===== config.mk =====
export PLATFORM = sky130hd
export DESIGN_NAME = quant_result_packer_flat
export DESIGN_NICKNAME = d
export VERILOG_FILES = /design/src/rtl/quant_result_packer_if.sv /design/src/rtl/quant_result_packer.sv /design/src/flat_wrapper.sv
export SDC_FILE = /design/constraint.sdc
export NUM_CORES = 2
export LEC_CHECK = 0
export ABC_CLOCK_PERIOD_IN_PS = 21400
export BUFFER_PORTS_ARGS = -buffer_cell sky130_fd_sc_hd__buf_2
export CELL_PAD_IN_SITES_DETAIL_PLACEMENT = 0
export CELL_PAD_IN_SITES_GLOBAL_PLACEMENT = 1
export CORE_AREA = 5 5 410 412
export CTS_BUF_LIST = sky130_fd_sc_hd__clkbuf_4 sky130_fd_sc_hd__clkbuf_8
export DETAILED_ROUTE_END_ITERATION = 10
export DIE_AREA = 0 0 415 417
export MAX_ROUTING_LAYER = met4
export PLACE_DENSITY_LB_ADDON = 0.1
export SLEW_MARGIN = 20
export SYNTH_ARGS = -nofsm -noshare
export SYNTH_HDL_FRONTEND = slang
export SYNTH_SLANG_ARGS = --single-unit
export TNS_END_PERCENT = 10

===== constraint.sdc =====
create_clock -name clk -period 21.4 [get_ports clk]
set_input_delay 4.28 -clock clk [delete_from_list [all_inputs] [get_ports clk]]
set_output_delay 4.28 -clock clk [all_outputs]
set_load 0.05 [all_outputs]

===== src/rtl/quant_result_packer_if.sv =====
// Output word stream of quant_result_packer toward the write-back DMA.
// Latency: n/a (signal bundle only).
// Backpressure: m_ready from the slave holds the master's word stable.
interface quant_result_packer_if;
  logic [31:0] m_data;   // packed word, first sample in [7:0]
  logic [1:0]  m_chan;   // source channel of m_data
  logic        m_last;   // final word of that channel for the frame
  logic        m_valid;  // word available
  logic        m_ready;  // downstream accepts

  modport master (output m_data, m_chan, m_last, m_valid, input m_ready);
  modport slave  (input m_data, m_chan, m_last, m_valid, output m_ready);
endinterface


===== src/rtl/quant_result_packer.sv =====
// Packs 4 quantized samples per channel into 32-bit words, buffers them per channel, drains round-robin.
// Latency: word in FIFO one cycle after its completing sample, on m_valid one cycle later (registered out).
// Backpressure: m_ready low holds the output word; full FIFOs drop words and set sticky overflow_err.
// Ports: clk, rst_n (sync, active low), start/conv_compute_mode/chan_mask frame setup,
//        quant_valid + quant_o_data_c0..c3 sample input, m_if output stream, busy/done/overflow_err status.
module quant_result_packer #(
  parameter int DATA_W     = 8,
  parameter int FIFO_DEPTH = 16
) (
  input  logic              clk,
  input  logic              rst_n,
  input  logic              start,
  input  logic [1:0]        conv_compute_mode,
  input  logic [3:0]        chan_mask,
  input  logic [3:0]        quant_valid,
  input  logic [DATA_W-1:0] quant_o_data_c0,
  input  logic [DATA_W-1:0] quant_o_data_c1,
  input  logic [DATA_W-1:0] quant_o_data_c2,
  input  logic [DATA_W-1:0] quant_o_data_c3,
  quant_result_packer_if.master m_if,
  output logic              busy,
  output logic              done,
  output logic [3:0]        overflow_err
);

  localparam int AW = $clog2(FIFO_DEPTH);
  localparam logic [AW:0]   CNT_ONE = 1;
  localparam logic [AW-1:0] PTR_ONE = 1;

  typedef enum logic [1:0] {ST_IDLE, ST_RUN, ST_DONE} state_t;

  state_t      state, state_nxt;
  logic [1:0]  mode_q;
  logic [3:0]  mask_q;
  logic [3:0]  last_seen;
  logic [9:0]  frame_len;
  logic        start_acc;

  logic [DATA_W-1:0] samp [4];
  logic [1:0]  lane [4];
  logic [9:0]  cnt  [4];
  logic [31:0] acc  [4];

  logic [32:0]   mem   [4][FIFO_DEPTH];
  logic [AW-1:0] wptr  [4];
  logic [AW-1:0] rptr  [4];
  logic [AW:0]   count [4];

  logic [3:0]  take, push, push_ok, pop, full, inflight, hs_ch, hs_last;
  logic [31:0] word  [4];
  logic [3:0]  wlast;

  logic        out_vld, out_last, load, hs;
  logic [31:0] out_dat;
  logic [1:0]  out_chan, rr_ptr, grant, idx;
  logic        grant_vld;
  logic [32:0] head;

  assign samp[0] = quant_o_data_c0;
  assign samp[1] = quant_o_data_c1;
  assign samp[2] = quant_o_data_c2;
  assign samp[3] = quant_o_data_c3;

  assign start_acc = (state == ST_IDLE) && start;
  assign hs        = out_vld && m_if.m_ready;
  assign load      = !out_vld || m_if.m_ready;

  always_comb begin
    frame_len = 10'd576;
    case (mode_q)
      2'd0: frame_len = 10'd576;
      2'd1: frame_len = 10'd64;
      2'd2: frame_len = 10'd16;
      default: frame_len = 10'd1;
    endcase
  end

  // Packer and FIFO admission. A word held in the output register still
  // counts against its channel's capacity, so each channel buffers exactly
  // FIFO_DEPTH words in total; its own handshake frees a slot in the same cycle.
  always_comb begin
    take = '0; push = '0; push_ok = '0; full = '0; inflight = '0;
    hs_ch = '0; hs_last = '0; wlast = '0;
    for (int ch = 0; ch < 4; ch++) begin
      word[ch]     = acc[ch] | ({{(32-DATA_W){1'b0}}, samp[ch]} << (DATA_W * int'(lane[ch])));
      take[ch]     = (state == ST_RUN) && mask_q[ch] && quant_valid[ch] && (cnt[ch] != frame_len);
      wlast[ch]    = (cnt[ch] + 10'd1) == frame_len;
      push[ch]     = take[ch] && ((lane[ch] == 2'd3) || wlast[ch]);
      inflight[ch] = out_vld && (out_chan == 2'(ch));
      hs_ch[ch]    = hs && (out_chan == 2'(ch));
      hs_last[ch]  = hs_ch[ch] && out_last;
      full[ch]     = (int'(count[ch]) + int'(inflight[ch])) >= FIFO_DEPTH;
      push_ok[ch]  = push[ch] && (!full[ch] || hs_ch[ch]);
    end
  end

  // Round-robin: rr_ptr is the first channel considered on the next load.
  always_comb begin
    grant_vld = 1'b0;
    grant     = 2'd0;
    idx       = 2'd0;
    pop       = '0;
    for (int i = 0; i < 4; i++) begin
      idx = rr_ptr + 2'(i);
      if (!grant_vld && (count[idx] != '0)) begin
        grant_vld = 1'b1;
        grant     = idx;
      end
    end
    if (load && grant_vld) pop[grant] = 1'b1;
    head = mem[grant][rptr[grant]];
  end

  // FSM
  always_ff @(posedge clk) begin
    if (!rst_n) begin
      state     <= ST_IDLE;
      mode_q    <= 2'd0;
      mask_q    <= 4'd0;
      last_seen <= 4'd0;
    end else begin
      state <= state_nxt;
      if (start_acc) begin
        mode_q    <= conv_compute_mode;
        mask_q    <= chan_mask;
        last_seen <= 4'd0;
      end else begin
        last_seen <= last_seen | hs_last;
      end
    end
  end

  always_comb begin
    state_nxt = state;
    busy      = 1'b0;
    done      = 1'b0;
    case (state)
      ST_IDLE: if (start) state_nxt = ST_RUN;
      ST_RUN: begin
        busy = 1'b1;
        // include this cycle's handshake so done follows the last one by a cycle
        if ((last_seen | hs_last | ~mask_q) == 4'hF) state_nxt = ST_DONE;
      end
      ST_DONE: begin
        busy      = 1'b1;
        done      = 1'b1;
        state_nxt = ST_IDLE;
      end
      default: state_nxt = ST_IDLE;
    endcase
  end

  // Lane/sample counters and partial-word accumulators
  always_ff @(posedge clk) begin
    for (int ch = 0; ch < 4; ch++) begin
      if (!rst_n || start_acc) begin
        lane[ch] <= 2'd0;
        cnt[ch]  <= 10'd0;
        acc[ch]  <= 32'd0;
      end else if (take[ch]) begin
        lane[ch] <= lane[ch] + 2'd1;
        cnt[ch]  <= cnt[ch] + 10'd1;
        acc[ch]  <= push[ch] ? 32'd0 : word[ch];
      end
    end
  end

  // FIFO pointers, occupancy and sticky overflow
  always_ff @(posedge clk) begin
    for (int ch = 0; ch < 4; ch++) begin
      if (!rst_n) begin
        wptr[ch]         <= '0;
        rptr[ch]         <= '0;
        count[ch]        <= '0;
        overflow_err[ch] <= 1'b0;
      end else begin
        if (push_ok[ch]) wptr[ch] <= wptr[ch] + PTR_ONE;
        if (pop[ch])     rptr[ch] <= rptr[ch] + PTR_ONE;
        case ({push_ok[ch], pop[ch]})
          2'b10:   count[ch] <= count[ch] + CNT_ONE;
          2'b01:   count[ch] <= count[ch] - CNT_ONE;
          default: count[ch] <= count[ch];
        endcase
        if (push[ch] && !push_ok[ch]) overflow_err[ch] <= 1'b1;
      end
    end
  end

  always_ff @(posedge clk) begin
    for (int ch = 0; ch < 4; ch++) begin
      if (push_ok[ch]) mem[ch][wptr[ch]] <= {wlast[ch], word[ch]};
    end
  end

  // Registered output stage
  always_ff @(posedge clk) begin
    if (!rst_n) begin
      out_vld  <= 1'b0;
      out_dat  <= 32'd0;
      out_chan <= 2'd0;
      out_last <= 1'b0;
      rr_ptr   <= 2'd0;
    end else begin
      if (load) begin
        out_vld <= grant_vld;
        if (grant_vld) begin
          out_dat  <= head[31:0];
          out_last <= head[32];
          out_chan <= grant;
          rr_ptr   <= grant + 2'd1;
        end
      end
      if (start_acc) rr_ptr <= 2'd0;
    end
  end

  assign m_if.m_data  = out_dat;
  assign m_if.m_chan  = out_chan;
  assign m_if.m_last  = out_last;
  assign m_if.m_valid = out_vld;

endmodule

===== src/flat_wrapper.sv =====
// flat-port wrapper written by rule: the top's interface ports become plain ports
module quant_result_packer_flat 
#(
  parameter int DATA_W     = 8,
  parameter int FIFO_DEPTH = 16
)
  (clk, rst_n, start, conv_compute_mode, chan_mask, quant_valid, quant_o_data_c0, quant_o_data_c1, quant_o_data_c2, quant_o_data_c3, busy, done, overflow_err, m_if_m_data, m_if_m_chan, m_if_m_last, m_if_m_valid, m_if_m_ready);
  quant_result_packer_if m_if_i ();
  input  logic clk;
  input  logic rst_n;
  input  logic start;
  input  logic [1:0] conv_compute_mode;
  input  logic [3:0] chan_mask;
  input  logic [3:0] quant_valid;
  input  logic [DATA_W-1:0] quant_o_data_c0;
  input  logic [DATA_W-1:0] quant_o_data_c1;
  input  logic [DATA_W-1:0] quant_o_data_c2;
  input  logic [DATA_W-1:0] quant_o_data_c3;
  output logic busy;
  output logic done;
  output logic [3:0] overflow_err;
  output wire logic [$bits(m_if_i.m_data)-1:0] m_if_m_data;
  output wire logic [$bits(m_if_i.m_chan)-1:0] m_if_m_chan;
  output wire logic [$bits(m_if_i.m_last)-1:0] m_if_m_last;
  output wire logic [$bits(m_if_i.m_valid)-1:0] m_if_m_valid;
  input wire logic [$bits(m_if_i.m_ready)-1:0] m_if_m_ready;
  assign m_if_m_data = m_if_i.m_data;
  assign m_if_m_chan = m_if_i.m_chan;
  assign m_if_m_last = m_if_i.m_last;
  assign m_if_m_valid = m_if_i.m_valid;
  assign m_if_i.m_ready = m_if_m_ready;
  quant_result_packer #(.DATA_W(DATA_W), .FIFO_DEPTH(FIFO_DEPTH)) u_core (.clk(clk), .rst_n(rst_n), .start(start), .conv_compute_mode(conv_compute_mode), .chan_mask(chan_mask), .quant_valid(quant_valid), .quant_o_data_c0(quant_o_data_c0), .quant_o_data_c1(quant_o_data_c1), .quant_o_data_c2(quant_o_data_c2), .quant_o_data_c3(quant_o_data_c3), .m_if(m_if_i), .busy(busy), .done(done), .overflow_err(overflow_err));
endmodule

# ---- Word-level counts from Yosys, hierarchy flattened
# Memory sizes are Yosys's and may differ from the RTL's. A register that Yosys moved wholly into a read port is not among the register bits.
# Cells that the tools add are included.
# Widths: inputs -> output; s select.
dict set report word_totals {
  output_inout_bits 42
  reg_bits 54
  elab_cells 376
  n_memories 7
  latchBits 0
  in_bits 46
  ramBits 2340
  mem_bits_ro 0
}
dict set report classes {
  n_reduce_logical 85
  n_bitwise 45
  shifts 4
  order_cmp 15
  mul 0
  n_eq_ne 30
  add_sub_neg 32
  div 0
  mux 145
}
# name words width rd rd_ports_with_merged_regs write_ports line_no
set mem_list {}
lappend mem_list {u_core.mem 4 528 1 0 4 quant_result_packer.sv:44} ;# logic [32:0] mem [4][FIFO_DEPTH];
lappend mem_list {u_core.acc 4 32 4 0 4 quant_result_packer.sv:42} ;# logic [31:0] acc [4];
lappend mem_list {u_core.cnt 4 10 4 0 4 quant_result_packer.sv:41} ;# logic [9:0] cnt [4];
lappend mem_list {u_core.count 4 5 8 1 4 quant_result_packer.sv:47} ;# logic [AW:0] count [4];
lappend mem_list {u_core.rptr 4 4 5 0 4 quant_result_packer.sv:46} ;# logic [AW-1:0] rptr [4];
lappend mem_list {u_core.wptr 4 4 4 0 4 quant_result_packer.sv:45} ;# logic [AW-1:0] wptr [4];
lappend mem_list {{1 more memories} - - - - - -}
# cell count
set op_table {}
lappend op_table {{$mux 528} 4}
lappend op_table {{$demux 33 s4} 4}
lappend op_table {{$mux 32} 8}
lappend op_table {{$mux 33} 6}
lappend op_table {{$bmux 33 s4} 1}
lappend op_table {{$ge 32x6->1 const B} 4}
lappend op_table {{$or 32x32->32} 4}
lappend op_table {{$shl 8x5->32} 4}
lappend op_table {{$mux 1} 82}
lappend op_table {{$mux 5} 12}
lappend op_table {{$logic_and 1x1->1} 47}
lappend op_table {{$add 10x1->10 const B} 4}
lappend op_table {{$eq 10x10->1} 4}
lappend op_table {{$mux 10} 4}
lappend op_table {{$ne 10x10->1} 4}
lappend op_table {{$mux 4} 9}
lappend op_table {{$add 4x1->4 const B} 8}
lappend op_table {{$or 1x1->1} 32}
lappend op_table {{$pmux 10 s3} 1}
lappend op_table {{$ge 5x5->1 const B} 5}
lappend op_table {{$not 4->5} 5}
lappend op_table {{$add 5x1->6} 4}
lappend op_table {{$eq 2x2->1 const B} 12}
lappend op_table {{$mux 2} 12}
lappend op_table {{other kinds (21)} 76}

# ---- Longest topological paths before layout
dict set report depth {
  ltp_word 23
  depth_mapped 21
  ltp_nobuf 17
}

# ---- Worst setup path before layout
# No wires, ideal clock.
dict set report synth_path {
  kind {input -> register}
  from {in quant_valid[0]}
  to {mem u_core.mem[0][429] (netlist bit), enable pin}
  setup_time_ps 506
  path_stages 6
  t_arrival_ps 8346
  n_path_buf 1
  required_ps 20894
  slack_ps 12548
  path_cell_list {nand3_1 -> a31oi_1 -> o21ai_0 -> or2_1 -> clkbuf_1 -> nor4_1}
}
# item line_no
set synth_rtl {}
lappend synth_rtl {{from (decl)} flat_wrapper.sv:14} ;# input logic [3:0] quant_valid;
lappend synth_rtl {{to (decl)} quant_result_packer.sv:44}

==> qor.csv <==
metric,value,unit
CTS buffer count,393,
crit path capture,u_core.m_if.m_data[18]$_SDFFE_PN0N_,
share of cells above drive strength 1,0.268,
Cell Pwr Density,131,mW/mm^2
RSZ-0062 raised after global routing,no,
fmax,147,MHz
non-filler instance count after layout,7643,
Reg2Reg Depth,15,
die width,415,um
root buf cell,clkbuf_8,
worst-margin pin slew,1230,ps
CTS tree,built,
Crit Path Class,flop to flop,
# hold bufs at CTS,0,
startpoint types,flop,
Syn Nets,4935,
YS warnings,0,
vias in the first global route,51700,
antenna-violating nets left,0,
Pre-antenna DRT Iters,6,
vias,51800,
setup violators final,0,
largest net degree at the start of global routing,143,
Post-CTS Setup Bufs,0,
GRT busiest layer,met2,
Initial Util,0.585,
# IOs,88,
top cell type's share of synthesized area,0.732,
Reg-to-Reg End,u_core.m_if.m_data[18]$_SDFFE_PN0N_,
number of synthesized flops with an enable pin,2340,
post-synth top area cell,edfxtp_1,
post-cts gate resize count,0,
Hold WC Path Type,flop to flop,
Initial DRC Count,8034,
Via density,6.77,
Worst Clk Skew,82.1,ps
DRC viols,0,
H-Tree Depth,5,
Worst VDD drop,0.000172,V
global-route met2 utilization,0.506,
critical path arrival,7780,ps
Final Cell Area,0.106,sq mm
DP HPWL,155,mm
Sink Count,2396,
WL/cell,37.4,um
die area,0.173,sq mm
CTS Buffer Depth,4,
initial antenna violation count,11,
Max-slew headroom,0.183,
Synth area leaders,"edfxtp_1 73%, mux4_2 13%, mux2i_1 2.8%",
final period utilization,0.318,
Total Nets Final,5254,
Total Neg Setup Slack,0,ps
Core Area,0.164,sq mm
Critical Path End Type,flop,
max cap viols,0,
Avg Inst Size Synth,19.9,sq um
"Seq/Total Area, Yosys",0.744,
worst r2r src,u_core.count[1][2]$_DFFE_PP_,
Placed Cells,6947,
"top cells by count, synth","2340 x edfxtp_1, 534 x mux4_2, 270 x mux2i_1",
M1 GR Usage,0.472,
Final Wtd Congestion,0.841,
Worst-path clk slew,60,ps
Total GRT Usage,0.341,
"Req. time, crit path",22370,ps
Mapped Area,0.0960,sq mm
Die Y,417,um
Synth cell types,74,
endpoints failing hold,0,
status,"complete, no violations",
Crit. Startpoint,u_core.count[1][2]$_DFFE_PP_,
FILL cells,11200,
dominant synthesized flop cell,edfxtp_1,
final wirelength,286,mm
Tmin final,6810,ps
"reg-to-reg slack, setup",14590,ps
grt met3 use,0.0813,
Buffers on Ports,87,
latest clock arrival within the worst-skew pair,1080,ps
Synth Register Bits,2396,
most common cell in the netlist,edfxtp_1,
first-pass GRT wire length,398,mm
asr flop ratio synth,0,
Synth Instances,4834,
synth-to-layout area growth,10.9,%
Cell Rows,149,
P_leak,0.0358,uW
Final Max Tran Viols,0,
area post-placement,0.0990,sq mm
crit-path max FO,112,
total gr overflow,0,
worst max-delay path: stages (launching register included):
cell and delay, ps:
edfxtp_1 510, nor3_2 220, nor3b_4 320, mux4_2 380
o221ai_1 130, mux2_4 350, inv_8 570, buf_12 590
mux4_4 1080, buf_4 650, buf_4 640, nor2_4 40
buf_4 320, a221oi_1 300, o21ai_0 300, nand3_1 140
how the worst min path moves through the flow:
stage | start | endpoint | slack [ps] | depth (start not counted)
2_1_floorplan | u_core.last_seen[3]$_SDFF_PP0_ | u_core.last_seen[3]$_SDFF_PP0_ | 420 | 2
3_3_place_gp | u_core.last_seen[3]$_SDFF_PP0_ | u_core.last_seen[3]$_SDFF_PP0_ | 440 | 2
3_5_place_dp | u_core.last_seen[3]$_SDFF_PP0_ | u_core.last_seen[3]$_SDFF_PP0_ | 450 | 2
4_1_cts | u_core.m_if.m_data[7]$_SDFFE_PN0N_ | u_core.m_if.m_data[7]$_SDFFE_PN0N_ | 460 | 2
5_1_grt | u_core.m_if.m_data[30]$_SDFFE_PN0N_ | u_core.m_if.m_data[30]$_SDFFE_PN0N_ | 490 | 2
6_report | u_core.last_seen[1]$_SDFF_PP0_ | u_core.last_seen[1]$_SDFF_PP0_ | 460 | 2
power breakdown:
| group | internal, uW | leakage (uW) | switching (uW) |
|---|---|---|---|
| combinational | 1750 | 0.00978 | 2780 |
| sequential | 5480 | 0.0220 | 94.5 |
| clock | 2100 | 0.00402 | 1780 |
| total | 9340 | 0.0358 | 4650 |
area by class of cell:
| type | count | area [sq um] | area share |
|---|---|---|---|
| antenna | 8 | 20.0 | 0.000188 |
| clock buffer | 580 | 6970 | 0.0655 |
| clock inverter | 108 | 531 | 0.00498 |
| inverter | 54 | 210 | 0.00197 |
| multi-input combinational | 2120 | 23400 | 0.220 |
| sequential | 2396 | 71400 | 0.670 |
| tap | 2189 | 2740 | 0.0257 |
| timing repair buffer | 188 | 1240 | 0.0117 |
flip-flops by register name (all words and copies together), names as in the netlist, 2 cells and up, named ones only:
signal               count
u_core.mask_q            4
u_core.overflow_err      4
u_core.last_seen         4
u_core.state             2
u_core.m_if.m_chan       2
u_core.mem            2112
u_core.count            20
u_core.acc             128
u_core.mode_q            2
u_core.cnt              40
u_core.m_if.m_data      32
u_core.lane              8
u_core.rr_ptr            2
u_core.rptr             16
u_core.wptr             16
stage by stage:
| step | util | hold slack, ps | setup WS [ps] | power (uW) |
|---|---|---|---|---|
| 5_1_grt | 0.649 | 486 | 13870 | 14500 |
| 6_report | 0.649 | 459 | 14590 | 14000 |
| 3_3_place_gp | 0.603 | 437 | 13760 | 10200 |
| 3_5_place_dp | 0.603 | 449 | 13670 | 10200 |
| 2_1_floorplan | - | 424 | 12550 | 8890 |
| 4_1_cts | 0.649 | 464 | 14390 | 14000 |
cells by family after synthesis:
kind of cell,synth area share
buf+inv,0.0173
simple gates,0.0442
xor+xnor,0.00639
fa+ha+maj,0.00725
mux,0.154
compound gates,0.0275
flops,0.744
cells in the final DEF (no fill, tap or decap), types with 18 or more instances in the layout:
cell type  synthesis  routed
dfxtp_1           56      56
clkinv_2           0      28
a21oi_1           23      22
o2111ai_1         33      33
mux4_2           534     530
o21ai_1           31      31
and3_1            64      60
edfxtp_1        2340    2340
nand2_1          246     245
xnor2_1           31      31
xor2_1            39      39
mux2i_1          270     270
buf_4             45      97
ha_1              54      54
clkbuf_8           0     418
and2_4             1      18
o21ai_0           29      29
a221oi_2          30      31
nor2b_1          119     117
clkinv_1           0      74
clkbuf_4           2     162
nor2_1           134     121
nand3_1          152     151
a21o_1           130     130
buf_2            120      87
inv_1             52      52
layer usage:
metal	routed length [um]	vias up
li1	-	20400
met1	108000	27100
met2	133000	3682
met3	34100	583
met4	11000	0
met5	0	-
(Power assumes the default switching activity.)
